$ cat src/rtl/cpu_bp_pkg.sv
// Shared branch-predictor definitions: counter encodings, weak-state helpers
// and the sequential fetch increment.
package cpu_bp_pkg;

  localparam int PC_INC = 4;

  localparam logic [1:0] CTR_SNT = 2'b00;
  localparam logic [1:0] CTR_WNT = 2'b01;
  localparam logic [1:0] CTR_WT  = 2'b10;
  localparam logic [1:0] CTR_ST  = 2'b11;

  // Weak taken: MSB set, all lower bits clear.
  function automatic logic [31:0] weak_taken(input int width);
    return 32'(1) << (width - 1);
  endfunction

  // Weak not-taken: MSB clear, all lower bits set.
  function automatic logic [31:0] weak_not_taken(input int width);
    return (32'(1) << (width - 1)) - 32'(1);
  endfunction

endpackage

$ cat src/rtl/branch_target_buffer_if.sv
// Fetch-lookup / ID-training bus of the branch target buffer.
interface branch_target_buffer_if #(
  parameter int ADDR_WIDTH = 32,
  parameter int STAT_WIDTH = 16
);
  logic [ADDR_WIDTH-1:0] pc_i;
  logic [ADDR_WIDTH-1:0] next_pc_o;
  logic                  pred_taken_o;
  logic                  upd_valid_i;
  logic [ADDR_WIDTH-1:0] upd_pc_i;
  logic                  upd_taken_i;
  logic [ADDR_WIDTH-1:0] upd_target_i;
  logic                  upd_pred_taken_i;
  logic                  flush_i;
  logic [STAT_WIDTH-1:0] hit_count_o;
  logic [STAT_WIDTH-1:0] mispredict_count_o;

  modport slave (
    input  pc_i, upd_valid_i, upd_pc_i, upd_taken_i, upd_target_i,
           upd_pred_taken_i, flush_i,
    output next_pc_o, pred_taken_o, hit_count_o, mispredict_count_o
  );

  modport master (
    output pc_i, upd_valid_i, upd_pc_i, upd_taken_i, upd_target_i,
           upd_pred_taken_i, flush_i,
    input  next_pc_o, pred_taken_o, hit_count_o, mispredict_count_o
  );
endinterface

$ cat src/rtl/sat_counter.sv
// Registered saturating up/down counter with parallel load.
module sat_counter #(
  parameter int               WIDTH   = 2,
  parameter logic [WIDTH-1:0] RST_VAL = '0
) (
  input  logic             clk_i,
  input  logic             rst_i,
  input  logic             inc,
  input  logic             dec,
  input  logic             load,
  input  logic [WIDTH-1:0] load_val,
  output logic [WIDTH-1:0] value
);

  always_ff @(posedge clk_i) begin
    if (rst_i)
      value <= RST_VAL;
    else if (load)
      value <= load_val;
    else if (inc && !dec && value != {WIDTH{1'b1}})
      value <= value + WIDTH'(1);
    else if (dec && !inc && value != {WIDTH{1'b0}})
      value <= value - WIDTH'(1);
  end

endmodule

$ cat src/rtl/branch_target_buffer.sv
// Direct-mapped BTB: same-cycle next-PC prediction in IF, registered training
// from ID, saturating hit/mispredict statistics.
module branch_target_buffer
  import cpu_bp_pkg::*;
#(
  parameter int ADDR_WIDTH = 32,
  parameter int ENTRIES    = 16,
  parameter int CTR_WIDTH  = 2,
  parameter int STAT_WIDTH = 16
) (
  input  logic clk_i,
  input  logic rst_i,
  branch_target_buffer_if.slave bus
);

  localparam int IDX_W = $clog2(ENTRIES);
  localparam int TAG_W = ADDR_WIDTH - IDX_W - 2;
  localparam logic [CTR_WIDTH-1:0] CTR_WT_G  = CTR_WIDTH'(weak_taken(CTR_WIDTH));
  localparam logic [CTR_WIDTH-1:0] CTR_WNT_G = CTR_WIDTH'(weak_not_taken(CTR_WIDTH));

  logic [ENTRIES-1:0]                 valid_q;
  logic [ENTRIES-1:0][TAG_W-1:0]      tag_q;
  logic [ENTRIES-1:0][ADDR_WIDTH-1:0] target_q;
  logic [ENTRIES-1:0][CTR_WIDTH-1:0]  ctr_q;

  // Lookup side
  logic [IDX_W-1:0] lk_idx;
  logic [TAG_W-1:0] lk_tag;
  logic             lk_hit;

  assign lk_idx = bus.pc_i[IDX_W+1:2];
  assign lk_tag = bus.pc_i[ADDR_WIDTH-1:IDX_W+2];
  assign lk_hit = valid_q[lk_idx] && (tag_q[lk_idx] == lk_tag);

  assign bus.pred_taken_o = lk_hit && ctr_q[lk_idx][CTR_WIDTH-1];
  assign bus.next_pc_o    = bus.pred_taken_o ? target_q[lk_idx]
                                             : bus.pc_i + ADDR_WIDTH'(PC_INC);

  // Update side; a flush suppresses all training in its cycle.
  logic [IDX_W-1:0] up_idx;
  logic [TAG_W-1:0] up_tag;
  logic             up_hit, up_en, up_alloc, up_inc, up_dec, up_wr_tgt;

  assign up_idx    = bus.upd_pc_i[IDX_W+1:2];
  assign up_tag    = bus.upd_pc_i[ADDR_WIDTH-1:IDX_W+2];
  assign up_hit    = valid_q[up_idx] && (tag_q[up_idx] == up_tag);
  assign up_en     = bus.upd_valid_i && !bus.flush_i;
  assign up_alloc  = up_en && !up_hit && bus.upd_taken_i;
  assign up_inc    = up_en &&  up_hit && bus.upd_taken_i;
  assign up_dec    = up_en &&  up_hit && !bus.upd_taken_i;
  assign up_wr_tgt = up_en && bus.upd_taken_i;

  always_ff @(posedge clk_i) begin
    if (rst_i) begin
      valid_q  <= '0;
      target_q <= '0;
    end else begin
      if (bus.flush_i)
        valid_q <= '0;
      else if (up_alloc)
        valid_q[up_idx] <= 1'b1;
      if (up_wr_tgt)
        target_q[up_idx] <= bus.upd_target_i;
    end
  end

  // Tags are only meaningful behind a valid bit, so they need no reset.
  always_ff @(posedge clk_i) begin
    if (!rst_i && up_alloc)
      tag_q[up_idx] <= up_tag;
  end

  for (genvar e = 0; e < ENTRIES; e++) begin : g_ctr
    logic sel;
    assign sel = (up_idx == IDX_W'(e));

    sat_counter #(.WIDTH(CTR_WIDTH), .RST_VAL(CTR_WNT_G)) u_ctr (
      .clk_i   (clk_i),
      .rst_i   (rst_i),
      .inc     (sel && up_inc),
      .dec     (sel && up_dec),
      .load    (sel && up_alloc),
      .load_val(CTR_WT_G),
      .value   (ctr_q[e])
    );
  end

  sat_counter #(.WIDTH(STAT_WIDTH), .RST_VAL('0)) u_hit_cnt (
    .clk_i   (clk_i),
    .rst_i   (rst_i),
    .inc     (lk_hit),
    .dec     (1'b0),
    .load    (1'b0),
    .load_val('0),
    .value   (bus.hit_count_o)
  );

  sat_counter #(.WIDTH(STAT_WIDTH), .RST_VAL('0)) u_mis_cnt (
    .clk_i   (clk_i),
    .rst_i   (rst_i),
    .inc     (bus.upd_valid_i && (bus.upd_taken_i != bus.upd_pred_taken_i)),
    .dec     (1'b0),
    .load    (1'b0),
    .load_val('0),
    .value   (bus.mispredict_count_o)
  );

endmodule
$ cat src/flat_wrapper.sv
// flat-port wrapper written by rule: the top's interface ports become plain ports
module branch_target_buffer_flat import cpu_bp_pkg::*;
#(
  parameter int ADDR_WIDTH = 32,
  parameter int ENTRIES    = 16,
  parameter int CTR_WIDTH  = 2,
  parameter int STAT_WIDTH = 16
)
  (clk_i, rst_i, bus_pc_i, bus_upd_valid_i, bus_upd_pc_i, bus_upd_taken_i, bus_upd_target_i, bus_upd_pred_taken_i, bus_flush_i, bus_next_pc_o, bus_pred_taken_o, bus_hit_count_o, bus_mispredict_count_o);
  branch_target_buffer_if #(.ADDR_WIDTH(ADDR_WIDTH), .STAT_WIDTH(STAT_WIDTH)) bus_i ();
  input  logic clk_i;
  input  logic rst_i;
  input wire logic [$bits(bus_i.pc_i)-1:0] bus_pc_i;
  input wire logic [$bits(bus_i.upd_valid_i)-1:0] bus_upd_valid_i;
  input wire logic [$bits(bus_i.upd_pc_i)-1:0] bus_upd_pc_i;
  input wire logic [$bits(bus_i.upd_taken_i)-1:0] bus_upd_taken_i;
  input wire logic [$bits(bus_i.upd_target_i)-1:0] bus_upd_target_i;
  input wire logic [$bits(bus_i.upd_pred_taken_i)-1:0] bus_upd_pred_taken_i;
  input wire logic [$bits(bus_i.flush_i)-1:0] bus_flush_i;
  output wire logic [$bits(bus_i.next_pc_o)-1:0] bus_next_pc_o;
  output wire logic [$bits(bus_i.pred_taken_o)-1:0] bus_pred_taken_o;
  output wire logic [$bits(bus_i.hit_count_o)-1:0] bus_hit_count_o;
  output wire logic [$bits(bus_i.mispredict_count_o)-1:0] bus_mispredict_count_o;
  assign bus_i.pc_i = bus_pc_i;
  assign bus_i.upd_valid_i = bus_upd_valid_i;
  assign bus_i.upd_pc_i = bus_upd_pc_i;
  assign bus_i.upd_taken_i = bus_upd_taken_i;
  assign bus_i.upd_target_i = bus_upd_target_i;
  assign bus_i.upd_pred_taken_i = bus_upd_pred_taken_i;
  assign bus_i.flush_i = bus_flush_i;
  assign bus_next_pc_o = bus_i.next_pc_o;
  assign bus_pred_taken_o = bus_i.pred_taken_o;
  assign bus_hit_count_o = bus_i.hit_count_o;
  assign bus_mispredict_count_o = bus_i.mispredict_count_o;
  branch_target_buffer #(.ADDR_WIDTH(ADDR_WIDTH), .ENTRIES(ENTRIES), .CTR_WIDTH(CTR_WIDTH), .STAT_WIDTH(STAT_WIDTH)) u_core (.clk_i(clk_i), .rst_i(rst_i), .bus(bus_i));
endmodule
$ cat config.mk
export PLATFORM = sky130hd
export DESIGN_NAME = branch_target_buffer_flat
export DESIGN_NICKNAME = d
export VERILOG_FILES = /design/src/rtl/cpu_bp_pkg.sv /design/src/rtl/branch_target_buffer_if.sv /design/src/rtl/sat_counter.sv /design/src/rtl/branch_target_buffer.sv /design/src/flat_wrapper.sv
export SDC_FILE = /design/constraint.sdc
export NUM_CORES = 2
export LEC_CHECK = 0
export CORE_ASPECT_RATIO = 1.4
export CORE_MARGIN = 3
export CORE_UTILIZATION = 60
export CTS_BUF_LIST = sky130_fd_sc_hd__clkbuf_8
export DETAILED_ROUTE_END_ITERATION = 16
export GPL_TIMING_DRIVEN = 0
export MAX_ROUTING_LAYER = met4
export PLACE_DENSITY = 0.76
export SETUP_SLACK_MARGIN = 0.1
export SYNTH_ARGS = -nofsm -noshare
export SYNTH_HDL_FRONTEND = slang
export SYNTH_SLANG_ARGS = --single-unit
$ cat constraint.sdc
create_clock -name clk_i -period 8.2 [get_ports clk_i]
set_input_delay 2.05 -clock clk_i [delete_from_list [all_inputs] [get_ports clk_i]]
set_output_delay 2.05 -clock clk_i [all_outputs]
set_load 0.01 [all_outputs]
[Yosys cells after proc, flatten, opt, wreduce, memory -nomap -nowiden]
Index checks and enable logic that the tools add are counted.
Word-level totals
  output and inout port bits: 65
  memories: 0
  input port bits: 102
  memory bits (writable): 0
  register bits after elaboration: 1008
  bits in latches: 0
  ROM bits: 0
Cells by class
  div/mod/pow operators: 0
  order comparisons: 3
  add/subtract/negate cells: 35
  multiplexer cells: 69
  reductions and logical operators: 197
  multiply operators: 0
  bitwise operators: 1
  equality and inequality tests: 36
  shift operators: 0
Operators with widths (number)
  $bwmux 512: 1
  $bwmux 416: 1
  $bmux 26 s4: 2
  $bmux 32 s4: 1
  $demux 32 s4: 1
  $logic_and 1x1->1: 127
  $demux 26 s4: 1
  $mux 2: 49
  $mux 32: 3
  $mux 26: 3
  $eq 26x26->1: 2
  $reduce_bool 3->1: 16
  $logic_not 1->1: 36
  $add 16x1->16 const B: 2
  $add 2x1->2 const B: 16
  $add 32x3->32 const B: 1
  $eq 4x4->1 const B: 8
  $ne 16x16->1 const B: 2
  $ne 2x2->1 const B: 16
  $reduce_bool 2->1: 16
  $sub 2x1->2 const B: 16
  $eq 4x3->1 const B: 4
  $or 16x16->16: 1
  $lt 4x5->1 const B: 2
  10 further kinds: 14

[Depth between registers and ports, before layout]
  depth after elaboration: 13
  gate-level depth with buffers: 16
  gate-level depth less buffers: 10

[By module]
Synthesis repeated with hierarchy kept, for this count alone.
Second synthesis, totals
  cell total of the unflattened synthesis: 4703
  area, all modules: 50054.3 um^2
Modules (own cells, without submodules)
  branch_target_buffer: area an instance 44861.8 um^2, cells an instance 4037, seq. area each 23062.1 um^2, times used 1
  sat_counter at u_core.u_hit_cnt ...: area an instance 1545.2 um^2, cells an instance 197, seq. area each 320.3 um^2, times used 2
  sat_counter at u_core.g_ctr[0].u_ctr ...: area an instance 131.4 um^2, cells an instance 17, seq. area each 40.0 um^2, times used 16

[Least setup slack after synthesis]
No wires, ideal clock.
  path type: input port to output port
  start point: in bus_pc_i[3]
  end point: out bus_next_pc_o[27]
  buffers on the path: 6
  slack: 947 ps
  stages on the path: 9
  data required time: 6150 ps
  arrival: 5203 ps
  cell sequence: buf_2 buf_1 buf_1 clkbuf_1 buf_1 clkbuf_1 mux4_2 mux4_2 mux2_1
On the way
  longest elaborated chain between the ends: 6
  elaborated cells on any way between the ends: 13
Ends and longest elaborated chain
  from (decl): RTL line flat_wrapper.sv:13  | input wire logic [$bits(bus_i.pc_i)-1:0] bus_pc_i;
  $bmux 26 s4: RTL line branch_target_buffer.sv:33  | assign lk_hit = valid_q[lk_idx] && (tag_q[lk_idx] == lk_tag);
  $mux 26 (not written as such): RTL line branch_target_buffer.sv:33
  $eq 26x26->1: RTL line branch_target_buffer.sv:33
  $logic_and 1x1->1: RTL line branch_target_buffer.sv:33
  $logic_and 1x1->1: RTL line branch_target_buffer.sv:35  | assign bus.pred_taken_o = lk_hit && ctr_q[lk_idx][CTR_WIDTH-1];
  $mux 32 (*): RTL line branch_target_buffer.sv:36  | assign bus.next_pc_o = bus.pred_taken_o ? target_q[lk_idx]
  to (decl): RTL line flat_wrapper.sv:20  | output wire logic [$bits(bus_i.next_pc_o)-1:0] bus_next_pc_o;
Every way passes the cells marked *; elsewhere a longest branch is shown, timed or not. The select of a mux whose other input is x is not followed.

[Worst setup path in the final report]
  start point: in bus_pc_i[5]
  end point: out bus_next_pc_o[29]
The elaborated chain is that of the path after synthesis.

==> key figures <==
Floorplan
  • Horiz. Die Dim: approximately 240 microns
  • IO Count: around 170
  • Height of the die: 336 microns
  • Core area: between 0.07 and 0.08 sq mm
  • Row count: 120
  • Initial Util: 0.607
  • Full die area: just over 0.08 sq mm

GRT
  • Initial antenna violation count: 12
  • Largest net degree at the start of global routing: 21
  • All-Layer GR Usage: 0.432
  • GRT Residual Overflow: 0
  • Vias in the first global route: 37.2k
  • First-pass GRT wire length: 242 mm

Place
  • Post-Place Setup Slack: -3.35 ns
  • Hpwl dp: between 100 and 150 mm
  • GPL Wtd Cong: 1.05
  • # port buffers: roughly 120

Setup path
  • CP max FO: 10
  • Crit start category: primary input
  • Worst Setup End Kind: output port
  • Reg2Reg Depth: 12
  • FF-to-FF Start: u_core.tag_q[85]$_DFFE_PP_
  • Worst R2R Setup Slack: about 3.2 ns
  • Data required, critical path: around 6 ns
  • Worst r2r dst: u_core.tag_q[212]$_DFFE_PP_
  • Crit Path Category: primary input to output port
  • Critical path arrival: 6.12 ns

Detailed routing
  • Iter 0 DRT Violations: approximately 5.5k
  • Routed vias/inst: between 6 and 7
  • DRT Wirelength: roughly 170 mm
  • Initial DRT Pass Iterations: 7
  • DR DRC count: 0
  • ANT nets after route: 0
  • Routed length per instance: roughly 30 microns
  • Vias: around 38k

Layout
  • Leading cell types in the layout, fill and taps excluded: nand2_1 (1136), dfxtp_1 (592), a21oi_1 (566)
  • Area growth syn-to-layout: 14.4%
  • Multi-input gate area: roughly 0.021 sq mm
  • Commonest non-fill, non-tap cell in the layout: nand2_1
  • # nets final: 4573
  • FF+latch area: around 0.024 sq mm
  • Fillers: 5615
  • Layout cells sized above 1: 0.181

Synthesis
  • Synth top area cells: edfxtp_1 (27%), dfxtp_1 (25%), mux4_2 (18%), nand2_1 (9.2%), a21oi_1 (6.1%)
  • Dominant cell type by area after synthesis: edfxtp_1
  • Dominant register cell in the synthesized netlist: dfxtp_1
  • Synth warn: 0
  • Async SR Flop Fraction: 0
  • Area share of the largest cell type after synthesis: 0.268
  • #FFs+latches synth: slightly above 1k
  • EDFF count, synth: approximately 420
  • Syn Inst Count: 4149
  • Post-Syn Nets: between 4k and 5k
  • Synth cell types: between 60 and 70
  • Synthesized cell area: 0.0466 sq mm
  • Avg Synthesized Cell Area: roughly 11 sq um
  • Sequential share of the synthesized area: 0.523

STA
  • Final WS setup: around 0.033 ns
  • Achievable Freq: roughly 120 MHz
  • Least-Margin Pin Slew: 1.46 ns
  • Clock Skew: approximately 0.058 ns
  • Slew Limit Fails: 0
  • Tcrit/Tclk final: 0.996
  • Hold Violations, Final: 0
  • Max-slew headroom: 0.0279
  • RSZ-0062 raised after global routing: no
  • Setup violators final: 0
  • Tmin final: 8.17 ns

CTS
  • Clock Latency Late Sink: roughly 0.89 ns
  • Num CTS Buffers: roughly 150
  • CTS root buf: clkbuf_8
  • H-tree depth: 4
  • Worst-path clk slew: 0.06 ns
  • CTS max path bufs: 3
  • TritonCTS clock tree: done
  • Sink Count: 1008
  • Cts hold-fix bufs: 0

Hold path
  • Worst Hold Class: flip-flop to flip-flop
  • Hold path startpoint: u_core.target_q[227]$_SDFFE_PP0P_
  • Hold endpoint: u_core.target_q[227]$_SDFFE_PP0P_
  • Hold path cells: 2

Power and ir drop
  • Pwr Density: 193 mW/mm^2
  • Peak VDD IR: 0.167 mV
  • Cell leakage power: 17.4 nW
  • Pwr Total: about 0.010 W

Run
  • Max_cap viols: 0

Outcome
  • Status: finished, final reports clean
-- worst max-delay path by stage --
stage | startpoint | to | slack [ns] | cells after the start
after floorplan | bus_pc_i[3] | bus_next_pc_o[27] | 0.95 | 9
after global placement | bus_pc_i[3] | bus_next_pc_o[2] | -3.38 | 15
after detailed placement | bus_pc_i[3] | bus_next_pc_o[29] | -3.35 | 15
after CTS | bus_pc_i[2] | bus_next_pc_o[24] | 0.11 | 11
after global routing | bus_pc_i[2] | bus_next_pc_o[8] | 0.12 | 11
final | bus_pc_i[5] | bus_next_pc_o[29] | 0.03 | 10
-- layout make-up --
class                           count  share of cell area
Antenna cell                       12            0.000563
Buffer                            363              0.0365
Clock buffer                      180              0.0465
Clock inverter                     82             0.00845
Inverter                           19             0.00134
Multi-Input combinational cell   2759               0.393
Sequential cell                  1008               0.457
Tap cell                         1037              0.0243
Timing Repair Buffer              165              0.0327
-- state kept, by name (all words and copies together), names as in the netlist --
name and cells:
u_core.g_ctr.u_ctr.value 32, u_core.target_q 512, u_core.u_mis_cnt.value 16, u_core.valid_q 16
u_core.u_hit_cnt.value 16, u_core.tag_q 416
-- where the power goes --
group	internal, W	switching (W)	total, W
clock	0.00208	0.00202	0.00410
combinational	0.000334	0.000602	0.000936
sequential	0.00524	0.0000151	0.00525
total	0.00766	0.00264	0.0103
-- cell families (layout without fill, tap and decap cells) --
kind of cell	Yosys count	after routing	synth area share
buf+inv	382	809	0.0343
mux	540	540	0.218
compound gates	702	702	0.0812
fa+ha+maj	3	3	0.000806
other cells	0	12	0
xor+xnor	106	106	0.0204
flops	1008	1008	0.523
simple gates	1408	1408	0.122
-- per-stage QoR --
stage	TNS (ns)	cells	cell area, sq um	hold slack (ns)	util
2_1_floorplan	0	4149	46600	0.433	-
3_3_place_gp	-574.34	5309	49100	0.438	0.640
3_5_place_dp	-110.10	5325	49600	0.443	0.646
4_1_cts	0	5611	53200	0.452	0.693
5_1_grt	0	5623	53300	0.463	0.695
6_report	0	5625	53300	0.453	0.695
-- worst max-delay path: stages --
cell	delay [ns]
clkbuf_2	0.39
clkdlybuf4s15_2	0.69
clkbuf_1	0.80
mux2_2	0.43
a21oi_1	0.64
nor2_4	0.06
buf_12	0.18
buf_16	0.17
mux2_4	0.37
dlygate4sd2_1	0.30
-- metal layers --
metal	GRT usage	part of all wire	up-vias
met5	-	0	-
met4	0.372	0.11	0
met3	0.146	0.13	1052
met2	0.641	0.45	3102
met1	0.460	0.31	18300
li1	-	-	15600
-- synthesized netlist by cell type, types with 5 or more instances --
| cell type | count |
|---|---|
| nand2_1 | 1136 |
| dfxtp_1 | 592 |
| a21oi_1 | 566 |
| edfxtp_1 | 416 |
| mux4_2 | 375 |
| clkbuf_1 | 279 |
| nor2_1 | 109 |
| mux2i_1 | 107 |
| xnor2_1 | 64 |
| mux2_2 | 55 |
| o21ai_0 | 45 |
| xor2_1 | 39 |
| buf_2 | 36 |
| nor3_1 | 29 |
| nand3_1 | 28 |
| buf_1 | 25 |
| nand4_1 | 20 |
| inv_1 | 19 |
| nor2b_1 | 15 |
| buf_4 | 14 |
| o22ai_1 | 14 |
| o31ai_1 | 11 |
| nand2b_1 | 10 |
| a211oi_1 | 9 |
| and3_1 | 9 |
| buf_6 | 9 |
| or4_1 | 9 |
| a221oi_1 | 7 |
| a31oi_1 | 7 |
| and4_1 | 6 |
| nor4_1 | 6 |
| a22o_1 | 5 |
| and2_1 | 5 |
| o211ai_1 | 5 |
| o41ai_1 | 5 |
| or2_2 | 5 |
| or3_1 | 5 |
-- repair_timing --
action | CTS | global route
setup buffers | 23 | 2
cloned | 1 | 0
resized for setup | 186 | 29
hold endpoints to repair | 0 | 0
setup endpoints to repair | 33 | 33
pin swaps | 9 | 8
Power figures use the tool's default switching activity.
